**src/rtl/mem_stripe_loader.sv**
```systemverilog
// Run-time loader for a bit-sliced instruction BRAM bank: streams words into every slice,
// zero-pads to the next INIT-group boundary, then optionally reads back and checks the sum.
module mem_stripe_loader #(
  parameter  int DATA_W   = 32,
  parameter  int NUM_MEM  = 16,
  parameter  int MEM_SIZE = 64,
  parameter  int VERIFY   = 1,
  localparam int W        = DATA_W / NUM_MEM,
  localparam int DEPTH    = MEM_SIZE * 256,
  localparam int AW       = $clog2(DEPTH),
  localparam int GROUP    = 256 / W
) (
  input  logic               clk,
  input  logic               reset,
  input  logic               start,
  input  logic [AW:0]        num_words,
  input  logic [DATA_W-1:0]  s_data,
  input  logic               s_valid,
  output logic               s_ready,
  output logic [NUM_MEM-1:0] mem_we,
  output logic [AW-1:0]      mem_addr,
  output logic [DATA_W-1:0]  mem_wdata,
  input  logic [DATA_W-1:0]  mem_rdata,
  output logic               cpu_hold,
  output logic               busy,
  output logic               done,
  output logic               error,
  output logic [31:0]        checksum
);

  typedef enum logic [2:0] {S_IDLE, S_LOAD, S_FILL, S_VERIFY, S_DONE} state_t;

  state_t              state_q, state_d;
  logic [AW:0]         cnt_q, cnt_d;
  logic [AW:0]         num_q, num_d;
  logic [AW:0]         end_q, end_d;
  logic [31:0]         checksum_q, checksum_d;
  logic [31:0]         sum_q, sum_d;
  logic                error_q, error_d;
  logic                we_q, we_d;
  logic                rd1_q, rd1_d;
  logic                rd2_q, rd2_d;
  logic [AW-1:0]       addr_q, addr_d;
  logic [DATA_W-1:0]   wdata_q, wdata_d;
  logic [AW:0]         cnt_inc;
  state_t              after_write;

  // Round a word count up to a whole INIT group, never past the end of the bank.
  function automatic logic [AW:0] round_end(input logic [AW:0] n);
    logic [AW+1:0] r;
    r = {1'b0, n} + (AW+2)'(GROUP - 1);
    r = r & ~((AW+2)'(GROUP - 1));
    if (r > (AW+2)'(DEPTH)) r = (AW+2)'(DEPTH);
    return r[AW:0];
  endfunction

  assign s_ready   = (state_q == S_LOAD) && (cnt_q < num_q);
  assign mem_we    = {NUM_MEM{we_q}};
  assign mem_addr  = addr_q;
  assign mem_wdata = wdata_q;
  assign busy      = (state_q == S_LOAD) || (state_q == S_FILL) || (state_q == S_VERIFY);
  assign cpu_hold  = busy;
  assign done      = (state_q == S_DONE);
  assign error     = error_q;
  assign checksum  = checksum_q;

  assign cnt_inc     = cnt_q + 1'b1;
  assign after_write = (VERIFY != 0) ? S_VERIFY : S_DONE;

  always_comb begin
    state_d    = state_q;
    cnt_d      = cnt_q;
    num_d      = num_q;
    end_d      = end_q;
    checksum_d = checksum_q;
    error_d    = error_q;
    we_d       = 1'b0;
    rd1_d      = 1'b0;
    rd2_d      = rd1_q;
    addr_d     = addr_q;
    wdata_d    = wdata_q;
    // Read data lands two cycles after the read decision: one for the address flop, one for the BRAM.
    sum_d      = rd2_q ? (sum_q + 32'(mem_rdata)) : sum_q;

    case (state_q)
      S_IDLE: begin
        if (start) begin
          error_d    = 1'b0;
          checksum_d = '0;
          sum_d      = '0;
          cnt_d      = '0;
          num_d      = num_words;
          end_d      = round_end(num_words);
          if (num_words > (AW+1)'(DEPTH)) begin
            error_d = 1'b1;
            state_d = S_DONE;
          end else if (num_words == '0) begin
            state_d = S_DONE;
          end else begin
            state_d = S_LOAD;
          end
        end
      end
      S_LOAD: begin
        if (s_valid && s_ready) begin
          we_d       = 1'b1;
          addr_d     = cnt_q[AW-1:0];
          wdata_d    = s_data;
          checksum_d = checksum_q + 32'(s_data);
          cnt_d      = cnt_inc;
          if (cnt_inc == num_q) begin
            if (cnt_inc < end_q) begin
              state_d = S_FILL;
            end else begin
              cnt_d   = '0;
              state_d = after_write;
            end
          end
        end
      end
      S_FILL: begin
        we_d    = 1'b1;
        addr_d  = cnt_q[AW-1:0];
        wdata_d = '0;
        cnt_d   = cnt_inc;
        if (cnt_inc == end_q) begin
          cnt_d   = '0;
          state_d = after_write;
        end
      end
      S_VERIFY: begin
        if (cnt_q < end_q) begin
          addr_d = cnt_q[AW-1:0];
          rd1_d  = 1'b1;
          cnt_d  = cnt_inc;
        end else if (!rd1_q && !rd2_q) begin
          if (sum_q != checksum_q) error_d = 1'b1;
          state_d = S_DONE;
        end
      end
      S_DONE: begin
        state_d = S_IDLE;
      end
      default: begin
        state_d = S_IDLE;
      end
    endcase
  end

  always_ff @(posedge clk) begin
    if (reset) begin
      state_q    <= S_IDLE;
      cnt_q      <= '0;
      num_q      <= '0;
      end_q      <= '0;
      checksum_q <= '0;
      error_q    <= 1'b0;
      we_q       <= 1'b0;
      rd1_q      <= 1'b0;
      rd2_q      <= 1'b0;
    end else begin
      state_q    <= state_d;
      cnt_q      <= cnt_d;
      num_q      <= num_d;
      end_q      <= end_d;
      checksum_q <= checksum_d;
      error_q    <= error_d;
      we_q       <= we_d;
      rd1_q      <= rd1_d;
      rd2_q      <= rd2_d;
    end
  end

  always_ff @(posedge clk) begin
    addr_q  <= addr_d;
    wdata_q <= wdata_d;
    sum_q   <= sum_d;
  end

endmodule

```
**config.mk**
```make
export PLATFORM = sky130hd
export DESIGN_NAME = mem_stripe_loader
export DESIGN_NICKNAME = d
export VERILOG_FILES = /design/src/rtl/mem_stripe_loader.sv
export SDC_FILE = /design/constraint.sdc
export NUM_CORES = 1
export LEC_CHECK = 0
export ABC_CLOCK_PERIOD_IN_PS = 3950
export BUFFER_PORTS_ARGS = -buffer_cell sky130_fd_sc_hd__buf_2
export CAP_MARGIN = 20
export CORE_MARGIN = 2
export CORE_UTILIZATION = 45
export DETAILED_ROUTE_END_ITERATION = 6
export GPL_TIMING_DRIVEN = 0
export HOLD_SLACK_MARGIN = 0.05
export PLACE_DENSITY = 0.71
export SYNTH_ARGS = -nofsm -noshare
export SYNTH_HDL_FRONTEND = slang
export SYNTH_SLANG_ARGS = --single-unit
```
**constraint.sdc**
```tcl
create_clock -name clk -period 3.95 [get_ports clk]
set_input_delay 0.5925 -clock clk [delete_from_list [all_inputs] [get_ports clk]]
set_output_delay 0.5925 -clock clk [all_outputs]
set_load 0.01 [all_outputs]
```
==> metrics.cfg <==
[place]
port_buffers = 181
placedCellCount = 1716
place_area_um2 = 11900
hpwl_um = 25200
place_congestion = 0.959
dp_slack_ns = -0.293

[sta]
finalSetupViolCount = 0
worst_slack_ns = 0.154
hold_viol = 0
worstMarginPinSlew_ns = 1.04
fin_crit_sh_pct = 96.1
period_needed_ns = 3.80
relSlewSlack_pct = 28.9
fin_setup_tns_ns = 0
clock.fmax_ghz = 0.263
final.setup_skew_ns = 0.0116
rsz0062_at_grt = no
drv_slew = 0

[hold_path]
min_path_type = in2reg

[pwr]
p_leak_nw = 5.63
ir_worst_vdd_uv = 285
power_mw = 5.71
p_per_area_nw_per_um2 = 452

[grt]
grt_pass1_vias = 9219
grt_start_max_net_pins = 34
grt_util_all_layers_pct = 25.9
grt_antenna_before_repair = 0
overflow = 0
grt_pass1_wl_um = 49900

[floorplanning]
ios = 182
die_y_um = 158
core_um2 = 23300
die_w_um = 158
dieArea_um2 = 24800
placementRows = 56
start_util_pct = 45.5

[synthesis]
synth_area_um2 = 10600
yosysUniqueCellTypes = 77
yosysWarnings = 0
synth_top_area_share_pct = 20.6
synthArstFlopShare_pct = 0
synth_edf_count = 46
ys_ff_latch = 155
synthTopCellsByArea = dfxtp_1 21%, edfxtp_1 13%, ha_1 11%
synth_seq_area_share_pct = 33.6
synth_common_cells = 109 x dfxtp_1, 105 x a21oi_1, 96 x nand2_1
syn_nets = 1391
synth.avg_cell_area_um2 = 8.75
synth_flop_cell = dfxtp_1
yosys.area.top_type = dfxtp_1
yosysMostFrequentCell = dfxtp_1
syn_inst = 1213

[cts]
clk_path_buf_depth = 2
cts.htree.levels = 4
cts.hold.buffers_added = 0
clkTransAtPathRegs_ns = 0.07
cts_tree = done
clock_latency_ns = 0.43
root_buffer = clkbuf_16
cts_made_buffers = 17
cts.sinks = 155

[drt]
vias = 9985
drt-initial-drc-count = 773
finalWirelength_um = 31900
ant_nets = 0
highest_layer = met4
met1_length_um = 15000
wl_met2_um = 14100
wl_per_cell_um = 18.2
vias_per_cell = 5.70
drt_pre_antenna_iters = 5
remaining_drc_errors = 0
met3_length_um = 2060

[worst_setup_path]
crit_path_start_kind = flop
critPathRequiredTime_ns = 4.30
worst-setup-path-type = reg2reg
critPathArrivalTime_ns = 4.14
critPathMaxFanout = 10
r2r_slack_ns = 0.15
end_kind = flop

[run]
maxCapViolCount = 0

[outcome]
status = finished clean

[finish]
drive_gt1_share_pct = 18.8
fillers = 2232
postLayoutCellArea_um2 = 12600
nets = 1596
layout.cells.non_filler = 1751
area.growth.synth_to_final_pct = 19.1

[path summary, 6_finish.rpt]
path,end,cells after the start,start
max reg2reg,cnt_q[5]$_SDFFE_PP0P_,13,cnt_q[5]$_SDFFE_PP0P_
min,num_q[5]$_SDFFE_PP0P_,3,num_words[5]
min reg2reg,num_q[2]$_SDFFE_PP0P_,2,num_q[2]$_SDFFE_PP0P_
max,cnt_q[5]$_SDFFE_PP0P_,13,cnt_q[5]$_SDFFE_PP0P_
[placed cells by master (no fill, tap or decap), drive strengths merged, types with 5 or more instances in the layout]
master,synthesis,final
nor3,25,25
or2,7,7
o21bai,12,12
o21a,13,13
and3,9,9
nand3b,5,5
nor2,84,84
nand4,17,17
nor2b,45,45
dfxtp,109,109
clkbuf,36,59
a21o,37,37
a31oi,16,16
a22o,11,11
o211ai,7,7
or3,9,9
o21ai,54,54
inv,44,45
edfxtp,46,46
xor2,52,52
a21oi,106,106
a22oi,6,6
and4,5,5
nand3,54,54
nand2b,10,10
and2,9,9
ha,93,93
mux2i,24,24
clkinv,0,5
buf,27,213
nor4,15,15
xnor2,49,49
nand2,96,96
a211oi,16,16
[cell type report]
cell class	instances	area (um^2)	share of cell area [%]
clock inverters	9	106	0.842
plain buffers	63	322	2.54
clock buffers	23	513	4.06
flip-flops and latches	155	3570	28.2
inverters	44	165	1.31
well taps	319	399	3.16
diodes	1	2.50	0.0198
multi-input cells	951	6620	52.4
repair buffers	186	938	7.43
[worst max-delay path: stages, from the launching register on]
cell,delay (ns)
dfxtp_1,0.38
buf_2,0.22
nand3_1,0.31
nor4_2,0.57
xor2_1,0.30
ha_1,0.30
nand3_1,0.12
a21oi_1,0.10
o41ai_4,0.45
o31ai_4,0.16
a21oi_4,0.31
buf_6,0.20
a21oi_1,0.09
mux2i_1,0.21
[power breakdown]
part | switching, mW | total, mW | internal [mW]
Clock | 0.693 | 1.74 | 1.05
Combinational | 1.17 | 1.91 | 0.741
Sequential | 0.166 | 2.06 | 1.89
[registers in the layout, indices dropped and copies added (netlist names)]
| register | count |
|---|---|
| we_q | 1 |
| cnt_q | 15 |
| rd1_q | 1 |
| state_q | 3 |
| rd2_q | 1 |
| end_q | 8 |
| sum_q | 32 |
| mem_addr | 14 |
| num_q | 15 |
| checksum | 32 |
| error | 1 |
| mem_wdata | 32 |
[stage by stage]
step	utilization (%)	hold slack (ns)
finish	54.2	0.411
global route	54.1	0.417
CTS	53.9	0.407
detailed placement	51.2	0.452
global placement	51.1	0.445
floorplan	-	0.429
[logic make-up after synthesis]
| logic type | Yosys count | synth area share (%) |
|---|---|---|
| buffers and inverters | 107 | 4.57 |
| DFF | 155 | 33.6 |
| and+or+nand+nor | 400 | 18.9 |
| adders and majority gates | 95 | 11.3 |
| AOI/OAI and AO/OA | 328 | 20.3 |
| xor gates and xnor gates | 104 | 8.97 |
| muxes | 24 | 2.26 |
[metal layers]
layer | GRT usage, % | vias up
met2 | 41.3 | 337
met3 | 3.89 | 49
li1 | - | 4833
met5 | 0 | -
met4 | 8.10 | 0
met1 | 36.1 | 4766
[repair_timing]
item | 4_1_cts | 5_1_grt
setup endpoints to repair | 12 | 27
cloned | 0 | 0
buffers inserted | 0 | 2
gates resized for setup | 3 | 10
pin swaps | 0 | 1
Power figures use the tool's default switching activity.
